<file path="config.mk">
export PLATFORM = sky130hd
export DESIGN_NAME = clut_cache_loader_flat
export DESIGN_NICKNAME = d
export VERILOG_FILES = /design/src/rtl/clut_cache_loader_if.sv /design/src/rtl/clut_cache_loader.sv /design/src/flat_wrapper.sv
export SDC_FILE = /design/constraint.sdc
export NUM_CORES = 1
export LEC_CHECK = 0
export CAP_MARGIN = 0
export CORE_AREA = 2 2 214 216
export DETAILED_ROUTE_END_ITERATION = 10
export DIE_AREA = 0 0 216 218
export GPL_ROUTABILITY_DRIVEN = 0
export PLACE_DENSITY = 0.7
export SLEW_MARGIN = 30
export SYNTH_ARGS = -nofsm -noshare
export SYNTH_HDL_FRONTEND = slang
export SYNTH_SLANG_ARGS = --single-unit
</file>
<file path="constraint.sdc">
create_clock -name i_clk -period 9.28 [get_ports i_clk]
set_input_delay 0.928 -clock i_clk [delete_from_list [all_inputs] [get_ports i_clk]]
set_output_delay 0.928 -clock i_clk [all_outputs]
set_load 0.03 [all_outputs]
</file>
<file path="src/rtl/clut_cache_loader_if.sv">
// clut_cache_loader_if
//   Groups the request, memory and cache-write signals of the CLUT cache loader.
//   Signal names keep their direction prefixes as seen from the loader:
//     i_loadReq/i_clutX/i_clutY/i_is8bpp/i_invalidate  request side (setup stage)
//     o_busy/o_ready                                   status back to the setup stage
//     o_memReq/o_memAddr, i_memAck/i_memValid/i_memData  VRAM read port
//     o_write/o_writeBlockIndex/o_colors               CLUT cache write port
//   Modports:
//     master : the loader itself
//     slave  : the environment (setup stage, VRAM arbiter, cache)
interface clut_cache_loader_if;
  logic         i_loadReq;
  logic [5:0]   i_clutX;
  logic [8:0]   i_clutY;
  logic         i_is8bpp;
  logic         i_invalidate;
  logic         o_busy;
  logic         o_ready;
  logic         o_memReq;
  logic [14:0]  o_memAddr;
  logic         i_memAck;
  logic         i_memValid;
  logic [255:0] i_memData;
  logic         o_write;
  logic [3:0]   o_writeBlockIndex;
  logic [255:0] o_colors;

  modport master (
    input  i_loadReq, i_clutX, i_clutY, i_is8bpp, i_invalidate,
    input  i_memAck, i_memValid, i_memData,
    output o_busy, o_ready, o_memReq, o_memAddr,
    output o_write, o_writeBlockIndex, o_colors
  );

  modport slave (
    output i_loadReq, i_clutX, i_clutY, i_is8bpp, i_invalidate,
    output i_memAck, i_memValid, i_memData,
    input  o_busy, o_ready, o_memReq, o_memAddr,
    input  o_write, o_writeBlockIndex, o_colors
  );
endinterface

</file>
<file path="src/rtl/clut_cache_loader.sv">
// clut_cache_loader
//   Fills the 16 x 256-bit CLUT cache (16 colours per block) from VRAM.
//   Tracks the resident palette (tag X/Y + 8bpp flag); on a miss it fetches
//   only the missing 32-byte blocks over a req/ack/valid port and writes each
//   block into the cache, then reports o_ready.
//   Ports:
//     i_clk  clock
//     i_rst  asynchronous reset, active high
//     bus    clut_cache_loader_if.master (request, status, memory, cache write)
//     o_hitCnt/o_missCnt  saturating hit/miss counters, only when the macro
//                         CLUT_LOADER_PERF_EN is defined
//   All outputs are registered.
module clut_cache_loader #(
  parameter int NBLK = 16  // blocks in the cache; index width is fixed at 4
) (
  input  logic                       i_clk,
  input  logic                       i_rst,
  clut_cache_loader_if.master        bus
`ifdef CLUT_LOADER_PERF_EN
  ,
  output logic [15:0]                o_hitCnt,
  output logic [15:0]                o_missCnt
`endif
);

  typedef enum logic [1:0] {IDLE, REQ, WAIT, WRITE} stateT;

  stateT        stateReg, stateNext;
  logic [3:0]   blkReg, blkNext;
  logic [3:0]   lastReg, lastNext;
  logic [5:0]   xReg, xNext;
  logic [8:0]   yReg, yNext;
  logic         modeReg, modeNext;
  logic         tagValidReg, tagValidNext;
  logic         tag8bppReg, tag8bppNext;
  logic [5:0]   tagXReg, tagXNext;
  logic [8:0]   tagYReg, tagYNext;
  logic         restartReg, restartNext;
  logic         busyReg, busyNext;
  logic         readyReg, readyNext;
  logic         memReqReg, memReqNext;
  logic [14:0]  memAddrReg, memAddrNext;
  logic         writeReg, writeNext;
  logic [3:0]   idxReg, idxNext;
  logic [255:0] colorsReg, colorsNext;

  // An invalidate in the same cycle as a load request wins, so the tag is
  // treated as already dropped when deciding hit/miss and the start block.
  logic       tagValidEff;
  logic       xyMatch;
  logic       isHit;
  logic       upgrade;
  logic [3:0] startBlk;
  logic       restartNow;

  assign tagValidEff = tagValidReg && !bus.i_invalidate;
  assign xyMatch     = (tagXReg == bus.i_clutX) && (tagYReg == bus.i_clutY);
  assign isHit       = tagValidEff && xyMatch && (!bus.i_is8bpp || tag8bppReg);
  // 4bpp palette at the same X/Y already holds block 0 of the 8bpp palette.
  assign upgrade     = bus.i_is8bpp && tagValidEff && !tag8bppReg && xyMatch;
  assign startBlk    = upgrade ? 4'd1 : 4'd0;
  // Invalidate arriving in the WRITE cycle itself must also force a restart.
  assign restartNow  = restartReg || bus.i_invalidate;

  always_ff @(posedge i_clk or posedge i_rst) begin
    if (i_rst) begin
      stateReg    <= IDLE;
      blkReg      <= 4'd0;
      lastReg     <= 4'd0;
      xReg        <= 6'd0;
      yReg        <= 9'd0;
      modeReg     <= 1'b0;
      tagValidReg <= 1'b0;
      tag8bppReg  <= 1'b0;
      tagXReg     <= 6'd0;
      tagYReg     <= 9'd0;
      restartReg  <= 1'b0;
      busyReg     <= 1'b0;
      readyReg    <= 1'b0;
      memReqReg   <= 1'b0;
      memAddrReg  <= 15'd0;
      writeReg    <= 1'b0;
      idxReg      <= 4'd0;
      colorsReg   <= 256'd0;
    end else begin
      stateReg    <= stateNext;
      blkReg      <= blkNext;
      lastReg     <= lastNext;
      xReg        <= xNext;
      yReg        <= yNext;
      modeReg     <= modeNext;
      tagValidReg <= tagValidNext;
      tag8bppReg  <= tag8bppNext;
      tagXReg     <= tagXNext;
      tagYReg     <= tagYNext;
      restartReg  <= restartNext;
      busyReg     <= busyNext;
      readyReg    <= readyNext;
      memReqReg   <= memReqNext;
      memAddrReg  <= memAddrNext;
      writeReg    <= writeNext;
      idxReg      <= idxNext;
      colorsReg   <= colorsNext;
    end
  end

  always_comb begin
    stateNext    = stateReg;
    blkNext      = blkReg;
    lastNext     = lastReg;
    xNext        = xReg;
    yNext        = yReg;
    modeNext     = modeReg;
    tagValidNext = tagValidReg;
    tag8bppNext  = tag8bppReg;
    tagXNext     = tagXReg;
    tagYNext     = tagYReg;
    restartNext  = restartReg;
    busyNext     = busyReg;
    readyNext    = readyReg;
    memReqNext   = 1'b0;
    memAddrNext  = memAddrReg;
    writeNext    = 1'b0;
    idxNext      = idxReg;
    colorsNext   = colorsReg;

    if (bus.i_invalidate && (stateReg != IDLE)) begin
      restartNext = 1'b1;
    end

    case (stateReg)
      IDLE: begin
        if (bus.i_invalidate) begin
          tagValidNext = 1'b0;
          readyNext    = 1'b0;
        end
        if (bus.i_loadReq) begin
          if (isHit) begin
            readyNext = 1'b1;
          end else begin
            xNext        = bus.i_clutX;
            yNext        = bus.i_clutY;
            modeNext     = bus.i_is8bpp;
            blkNext      = startBlk;
            lastNext     = bus.i_is8bpp ? 4'(NBLK - 1) : 4'd0;
            // Cache contents are about to be overwritten; the tag comes back
            // only once the whole palette is resident.
            tagValidNext = 1'b0;
            restartNext  = 1'b0;
            busyNext     = 1'b1;
            readyNext    = 1'b0;
            memReqNext   = 1'b1;
            memAddrNext  = {bus.i_clutY, bus.i_clutX + 6'(startBlk)};
            stateNext    = REQ;
          end
        end
      end

      REQ: begin
        memReqNext = 1'b1;
        if (bus.i_memAck) begin
          memReqNext = 1'b0;
          stateNext  = WAIT;
        end
      end

      WAIT: begin
        if (bus.i_memValid) begin
          colorsNext = bus.i_memData;
          idxNext    = blkReg;
          writeNext  = 1'b1;
          stateNext  = WRITE;
        end
      end

      WRITE: begin
        if (restartNow) begin
          // VRAM under the palette changed mid-load: refetch everything.
          restartNext = 1'b0;
          blkNext     = 4'd0;
          memReqNext  = 1'b1;
          memAddrNext = {yReg, xReg};
          stateNext   = REQ;
        end else if (blkReg == lastReg) begin
          tagValidNext = 1'b1;
          tag8bppNext  = modeReg;
          tagXNext     = xReg;
          tagYNext     = yReg;
          busyNext     = 1'b0;
          readyNext    = 1'b1;
          stateNext    = IDLE;
        end else begin
          blkNext     = blkReg + 4'd1;
          memReqNext  = 1'b1;
          // X wraps inside the VRAM line; Y is never carried into.
          memAddrNext = {yReg, xReg + 6'(blkReg + 4'd1)};
          stateNext   = REQ;
        end
      end

      default: stateNext = IDLE;
    endcase
  end

  assign bus.o_busy            = busyReg;
  assign bus.o_ready           = readyReg;
  assign bus.o_memReq          = memReqReg;
  assign bus.o_memAddr         = memAddrReg;
  assign bus.o_write           = writeReg;
  assign bus.o_writeBlockIndex = idxReg;
  assign bus.o_colors          = colorsReg;

`ifdef CLUT_LOADER_PERF_EN
  logic        hitAccept;
  logic        missAccept;
  logic [15:0] hitCntReg;
  logic [15:0] missCntReg;

  assign hitAccept  = (stateReg == IDLE) && bus.i_loadReq && isHit;
  assign missAccept = (stateReg == IDLE) && bus.i_loadReq && !isHit;

  always_ff @(posedge i_clk or posedge i_rst) begin
    if (i_rst) begin
      hitCntReg  <= 16'd0;
      missCntReg <= 16'd0;
    end else begin
      if (hitAccept && (hitCntReg != 16'hFFFF)) begin
        hitCntReg <= hitCntReg + 16'd1;
      end
      if (missAccept && (missCntReg != 16'hFFFF)) begin
        missCntReg <= missCntReg + 16'd1;
      end
    end
  end

  assign o_hitCnt  = hitCntReg;
  assign o_missCnt = missCntReg;
`endif

endmodule
</file>
<file path="src/flat_wrapper.sv">
// flat-port wrapper written by rule: the top's interface ports become plain ports
module clut_cache_loader_flat 
#(
  parameter int NBLK = 16                                                   
)
  (i_clk, i_rst, bus_i_loadReq, bus_i_clutX, bus_i_clutY, bus_i_is8bpp, bus_i_invalidate, bus_i_memAck, bus_i_memValid, bus_i_memData, bus_o_busy, bus_o_ready, bus_o_memReq, bus_o_memAddr, bus_o_write, bus_o_writeBlockIndex, bus_o_colors);
  clut_cache_loader_if bus_i ();
  input  logic i_clk;
  input  logic i_rst;
  input wire logic [$bits(bus_i.i_loadReq)-1:0] bus_i_loadReq;
  input wire logic [$bits(bus_i.i_clutX)-1:0] bus_i_clutX;
  input wire logic [$bits(bus_i.i_clutY)-1:0] bus_i_clutY;
  input wire logic [$bits(bus_i.i_is8bpp)-1:0] bus_i_is8bpp;
  input wire logic [$bits(bus_i.i_invalidate)-1:0] bus_i_invalidate;
  input wire logic [$bits(bus_i.i_memAck)-1:0] bus_i_memAck;
  input wire logic [$bits(bus_i.i_memValid)-1:0] bus_i_memValid;
  input wire logic [$bits(bus_i.i_memData)-1:0] bus_i_memData;
  output wire logic [$bits(bus_i.o_busy)-1:0] bus_o_busy;
  output wire logic [$bits(bus_i.o_ready)-1:0] bus_o_ready;
  output wire logic [$bits(bus_i.o_memReq)-1:0] bus_o_memReq;
  output wire logic [$bits(bus_i.o_memAddr)-1:0] bus_o_memAddr;
  output wire logic [$bits(bus_i.o_write)-1:0] bus_o_write;
  output wire logic [$bits(bus_i.o_writeBlockIndex)-1:0] bus_o_writeBlockIndex;
  output wire logic [$bits(bus_i.o_colors)-1:0] bus_o_colors;
  assign bus_i.i_loadReq = bus_i_loadReq;
  assign bus_i.i_clutX = bus_i_clutX;
  assign bus_i.i_clutY = bus_i_clutY;
  assign bus_i.i_is8bpp = bus_i_is8bpp;
  assign bus_i.i_invalidate = bus_i_invalidate;
  assign bus_i.i_memAck = bus_i_memAck;
  assign bus_i.i_memValid = bus_i_memValid;
  assign bus_i.i_memData = bus_i_memData;
  assign bus_o_busy = bus_i.o_busy;
  assign bus_o_ready = bus_i.o_ready;
  assign bus_o_memReq = bus_i.o_memReq;
  assign bus_o_memAddr = bus_i.o_memAddr;
  assign bus_o_write = bus_i.o_write;
  assign bus_o_writeBlockIndex = bus_i.o_writeBlockIndex;
  assign bus_o_colors = bus_i.o_colors;
  clut_cache_loader #(.NBLK(NBLK)) u_core (.i_clk(i_clk), .i_rst(i_rst), .bus(bus_i));
endmodule
</file>
==> metrics.txt <==
# TYPE chip_impl_metric gauge
chip_impl_metric{name="dp.final_hpwl",unit="um"} 28700
chip_impl_info{name="rsz0062_at_grt",value="false"} 1
chip_impl_metric{name="path_max_fanout",unit=""} 7
chip_impl_metric{name="totalNegativeSetupSlack",unit="ns"} 0
chip_impl_metric{name="floorplan.die.width",unit="um"} 216
chip_impl_info{name="leading_cell_types_in_the_layout_fill_and_taps_excluded",value="sky130_fd_sc_hd__clkdlybuf4s50_1, sky130_fd_sc_hd__dfrtp_1, sky130_fd_sc_hd__mux2_2"} 1
chip_impl_metric{name="drive_gt1_share",unit="%"} 27.4
chip_impl_metric{name="synth_cell_types",unit=""} 54
chip_impl_metric{name="power.density_cell_area",unit="nW/um2"} 401
chip_impl_metric{name="first_global_vias",unit=""} 9682
chip_impl_info{name="layout_commonest_cell",value="sky130_fd_sc_hd__clkdlybuf4s50_1"} 1
chip_impl_metric{name="synth_edf_count",unit=""} 0
chip_impl_metric{name="clock_latency",unit="ns"} 0.54
chip_impl_metric{name="layout.nets",unit=""} 1697
chip_impl_metric{name="start_util",unit="%"} 28.9
chip_impl_metric{name="area_delta_synth_final",unit="%"} 57.7
chip_impl_metric{name="final.setup_skew",unit="ns"} 0.0157
chip_impl_info{name="hold_class",value="reg -> reg"} 1
chip_impl_metric{name="antennaDiodeCount",unit=""} 0
chip_impl_metric{name="drc",unit=""} 0
chip_impl_metric{name="cp.required",unit="ns"} 9.69
chip_impl_metric{name="wl",unit="um"} 38800
chip_impl_metric{name="synthXorXnorAreaFrac",unit="%"} 1.48
chip_impl_metric{name="worstHoldPathCells",unit=""} 2
chip_impl_metric{name="grt_usage",unit="%"} 15.9
chip_impl_info{name="worst_hold_start",value="u_core.bus.o_writeBlockIndex[1]$_DFFE_PP0P_"} 1
chip_impl_info{name="cts_root_buffer",value="sky130_fd_sc_hd__clkbuf_16"} 1
chip_impl_metric{name="die_area",unit="um2"} 47100
chip_impl_info{name="synth_flop_cell",value="sky130_fd_sc_hd__dfrtp_1"} 1
chip_impl_metric{name="netlist.area_leader.share",unit="%"} 61.5
chip_impl_info{name="timing.setup.critical_path_class",value="in -> reg"} 1
chip_impl_info{name="yosysTopAreaCell",value="sky130_fd_sc_hd__dfrtp_1"} 1
chip_impl_metric{name="synth_area",unit="um2"} 13000
chip_impl_metric{name="holdBufCountCts",unit=""} 0
chip_impl_metric{name="worst_setup_hold_path_clk_slew",unit="ns"} 0.06
chip_impl_metric{name="globalRouteOverflowTotal",unit=""} 0
chip_impl_metric{name="asyncSetResetFlopFracSynth",unit="%"} 100
chip_impl_metric{name="yosys-mux-area-fraction",unit="%"} 27.7
chip_impl_info{name="reg2reg_start",value="u_core.stateReg[0]$_DFFE_PP0P_"} 1
chip_impl_metric{name="post-route-period-util",unit="%"} 33.6
chip_impl_metric{name="antenna_found_initial",unit=""} 1
chip_impl_metric{name="final.min_clock_period",unit="ns"} 3.12
chip_impl_info{name="tritoncts_clock_tree",value="done"} 1
chip_impl_metric{name="met2_usage",unit="%"} 27.7
chip_impl_info{name="synth_top_cells_by_area",value="sky130_fd_sc_hd__dfrtp_1, sky130_fd_sc_hd__mux2_2, sky130_fd_sc_hd__xnor2_1"} 1
chip_impl_metric{name="setup.reg_to_reg.worst_slack",unit="ns"} 6.36
chip_impl_metric{name="clock.fmax",unit="MHz"} 320
chip_impl_metric{name="timing.max_slew.rel_slack",unit="%"} 43.9
chip_impl_metric{name="timing_max_transition_violations_final",unit=""} 0
chip_impl_metric{name="max_cap_viol_count",unit=""} 0
chip_impl_metric{name="synth_compound_gate_area_share",unit="%"} 2.92
chip_impl_metric{name="vdd_ir_drop_max",unit="mV"} 0.256
chip_impl_info{name="worstReg2RegEnd",value="u_core.bus.o_colors[58]$_DFFE_PP0P_"} 1
chip_impl_metric{name="worstMarginPinSlew",unit="ns"} 0.838
chip_impl_metric{name="sequential_to_total_area_share_from_yosys_stat",unit="%"} 61.5
chip_impl_metric{name="groute.layer.met1.usage",unit="%"} 18.1
chip_impl_metric{name="r2r_cells",unit=""} 6
chip_impl_metric{name="ys.warnings.count",unit=""} 0
chip_impl_info{name="synth_top_family_by_area",value="multiplexers"} 1
chip_impl_metric{name="clock_sinks",unit=""} 319
chip_impl_metric{name="postSynthRegisterBits",unit=""} 319
chip_impl_metric{name="timing.final.setup_violations",unit=""} 0
chip_impl_metric{name="ports_placed_on_the_boundary",unit=""} 557
chip_impl_metric{name="drt-pass1-iter-count",unit=""} 4
chip_impl_metric{name="syn-num-nets",unit=""} 1131
chip_impl_metric{name="port_buffers",unit=""} 556
chip_impl_metric{name="routed_vias_inst",unit=""} 4.49
chip_impl_metric{name="htreeDepth",unit=""} 2
chip_impl_metric{name="first_pass_grt_wire_length",unit="um"} 57900
chip_impl_metric{name="num_rows",unit=""} 78
chip_impl_info{name="outcome",value="finished clean"} 1
chip_impl_metric{name="via_count",unit=""} 9120
chip_impl_metric{name="synth_fa_ha_area_share",unit="%"} 1.41
chip_impl_metric{name="cts_inserted_buffers",unit=""} 38
chip_impl_info{name="hold_path_end",value="u_core.bus.o_writeBlockIndex[1]$_DFFE_PP0P_"} 1
chip_impl_metric{name="maximum_number_of_pins_on_one_net_before_global_route_repair",unit=""} 183
chip_impl_metric{name="synthesis.area_per_instance",unit="um2"} 15.5
chip_impl_metric{name="coreArea",unit="um2"} 44900
chip_impl_metric{name="final_hold_viol_count",unit=""} 0
chip_impl_metric{name="met3_usage",unit="%"} 5.61
chip_impl_info{name="type_of_origin_of_the_critical_path",value="input port"} 1
chip_impl_info{name="top_usage_layer",value="met2"} 1
chip_impl_metric{name="cts.repair_timing.setup_buffer_count",unit=""} 0
chip_impl_metric{name="syn-instance-count",unit=""} 839
chip_impl_metric{name="resized_after_cts",unit=""} 0
chip_impl_metric{name="drt.antenna.violating_nets",unit=""} 0
chip_impl_metric{name="clockBufferDepth",unit=""} 3
chip_impl_metric{name="drt_first_iter_violations",unit=""} 356
chip_impl_metric{name="die_h",unit="um"} 218
chip_impl_metric{name="cellLeakagePower",unit="nW"} 8.36
chip_impl_metric{name="timing.critical_path.arrival",unit="ns"} 3.53
chip_impl_metric{name="synth-simple-area-share",unit="%"} 2.83
chip_impl_metric{name="timing.hold.ws",unit="ns"} 0.497
chip_impl_info{name="endpoint_kind",value="flip-flop"} 1
chip_impl_metric{name="wl_per_cell",unit="um"} 19.1
## Yosys cell counts (6+ instances only)
cell	instances
sky130_fd_sc_hd__nand2b_1	7
sky130_fd_sc_hd__clkbuf_1	9
sky130_fd_sc_hd__mux2_2	303
sky130_fd_sc_hd__mux2_4	9
sky130_fd_sc_hd__a21oi_1	6
sky130_fd_sc_hd__o21ai_0	15
sky130_fd_sc_hd__xnor2_1	20
sky130_fd_sc_hd__ha_1	13
sky130_fd_sc_hd__inv_1	13
sky130_fd_sc_hd__nand2_1	13
sky130_fd_sc_hd__buf_2	22
sky130_fd_sc_hd__a31oi_1	6
sky130_fd_sc_hd__nor2_1	9
sky130_fd_sc_hd__dfrtp_1	319
## stage by stage
stage | cell area [um2] | instances | utilization (%) | setup WS (ns) | total power [mW]
floorplan | 13000 | 839 | - | 4.10 | 5.00
finish | 20500 | 2033 | 45.6 | 6.16 | 8.22
CTS | 20400 | 2032 | 45.5 | 5.95 | 8.32
global route | 20500 | 2033 | 45.6 | 6.02 | 8.64
global placement | 19100 | 1964 | 42.6 | 5.46 | 6.67
detailed placement | 19100 | 1964 | 42.6 | 5.38 | 6.75
## per-layer routing
| metal | share of wire, % | up-vias |
|---|---|---|
| met1 | 37 | 4529 |
| met5 | 0.034 | - |
| met4 | 2.6 | 2 |
| li1 | - | 4148 |
| met3 | 8.5 | 62 |
| met2 | 51 | 379 |
## logic make-up after synthesis
group / after synthesis
buf+inv: 51
simple gates: 61
compound gates: 55
mux: 317
xor+xnor: 22
fa+ha+maj: 14
flops: 319
## state kept, by name, indices dropped and copies added (netlist names)
name	cells
u_core.bus.o_colors	256
u_core.bus.o_memAddr	15
u_core.tagYReg	9
u_core.yReg	9
u_core.tagXReg	6
u_core.xReg	6
u_core.blkReg	4
u_core.bus.o_writeBlockIndex	4
u_core.stateReg	2
u_core.bus.o_busy	1
u_core.bus.o_memReq	1
u_core.bus.o_ready	1
u_core.bus.o_write	1
u_core.lastReg	1
u_core.restartReg	1
u_core.tag8bppReg	1
u_core.tagValidReg	1
## power breakdown
part	internal, mW	switching [mW]	total (mW)	leakage [nW]
clock network	0.934	0.581	1.52	0.647
registers	2.10	0.392	2.49	3.80
logic	1.98	2.24	4.22	3.91
total	5.01	3.21	8.22	8.36
## worst max path at each step
stage / start / to / slack [ns] / cells past startpoint
finish: bus_i_clutY[1] / u_core.bus.o_memAddr[4]$_DFFE_PP0P_ / 6.16 / 12
global route: bus_i_clutX[4] / u_core.bus.o_memAddr[4]$_DFFE_PP0P_ / 6.02 / 12
CTS: bus_i_memValid / u_core.bus.o_colors[108]$_DFFE_PP0P_ / 5.95 / 5
detailed placement: bus_i_memValid / u_core.bus.o_colors[75]$_DFFE_PP0P_ / 5.38 / 5
global placement: bus_i_memValid / u_core.bus.o_colors[63]$_DFFE_PP0P_ / 5.46 / 5
floorplan: i_rst / u_core.blkReg[0]$_DFFE_PP0P_ / 4.10 / 1
## critical path, cell delays in order
cell                              delay [ns]
sky130_fd_sc_hd__clkdlybuf4s50_1        0.46
sky130_fd_sc_hd__xnor2_1                0.36
sky130_fd_sc_hd__and4_2                 0.32
sky130_fd_sc_hd__nand4_4                0.16
sky130_fd_sc_hd__nor2_1                 0.15
sky130_fd_sc_hd__ha_1                   0.20
sky130_fd_sc_hd__ha_1                   0.19
sky130_fd_sc_hd__nand3_1                0.10
sky130_fd_sc_hd__xnor2_1                0.14
sky130_fd_sc_hd__o22ai_1                0.15
sky130_fd_sc_hd__a31oi_1                0.07
sky130_fd_sc_hd__mux2_4                 0.29
## layout make-up
| type | instances | area (um2) |
|---|---|---|
| multi-input combinational | 469 | 4720 |
| clock inverter | 9 | 80.1 |
| sequential | 319 | 7980 |
| timing repair buffer | 563 | 5660 |
| tap | 600 | 751 |
| clock buffer | 59 | 1220 |
| fill | 4030 | 24400 |
| inverter | 14 | 63.8 |
No activity file was read; power rests on OpenSTA's default activity.
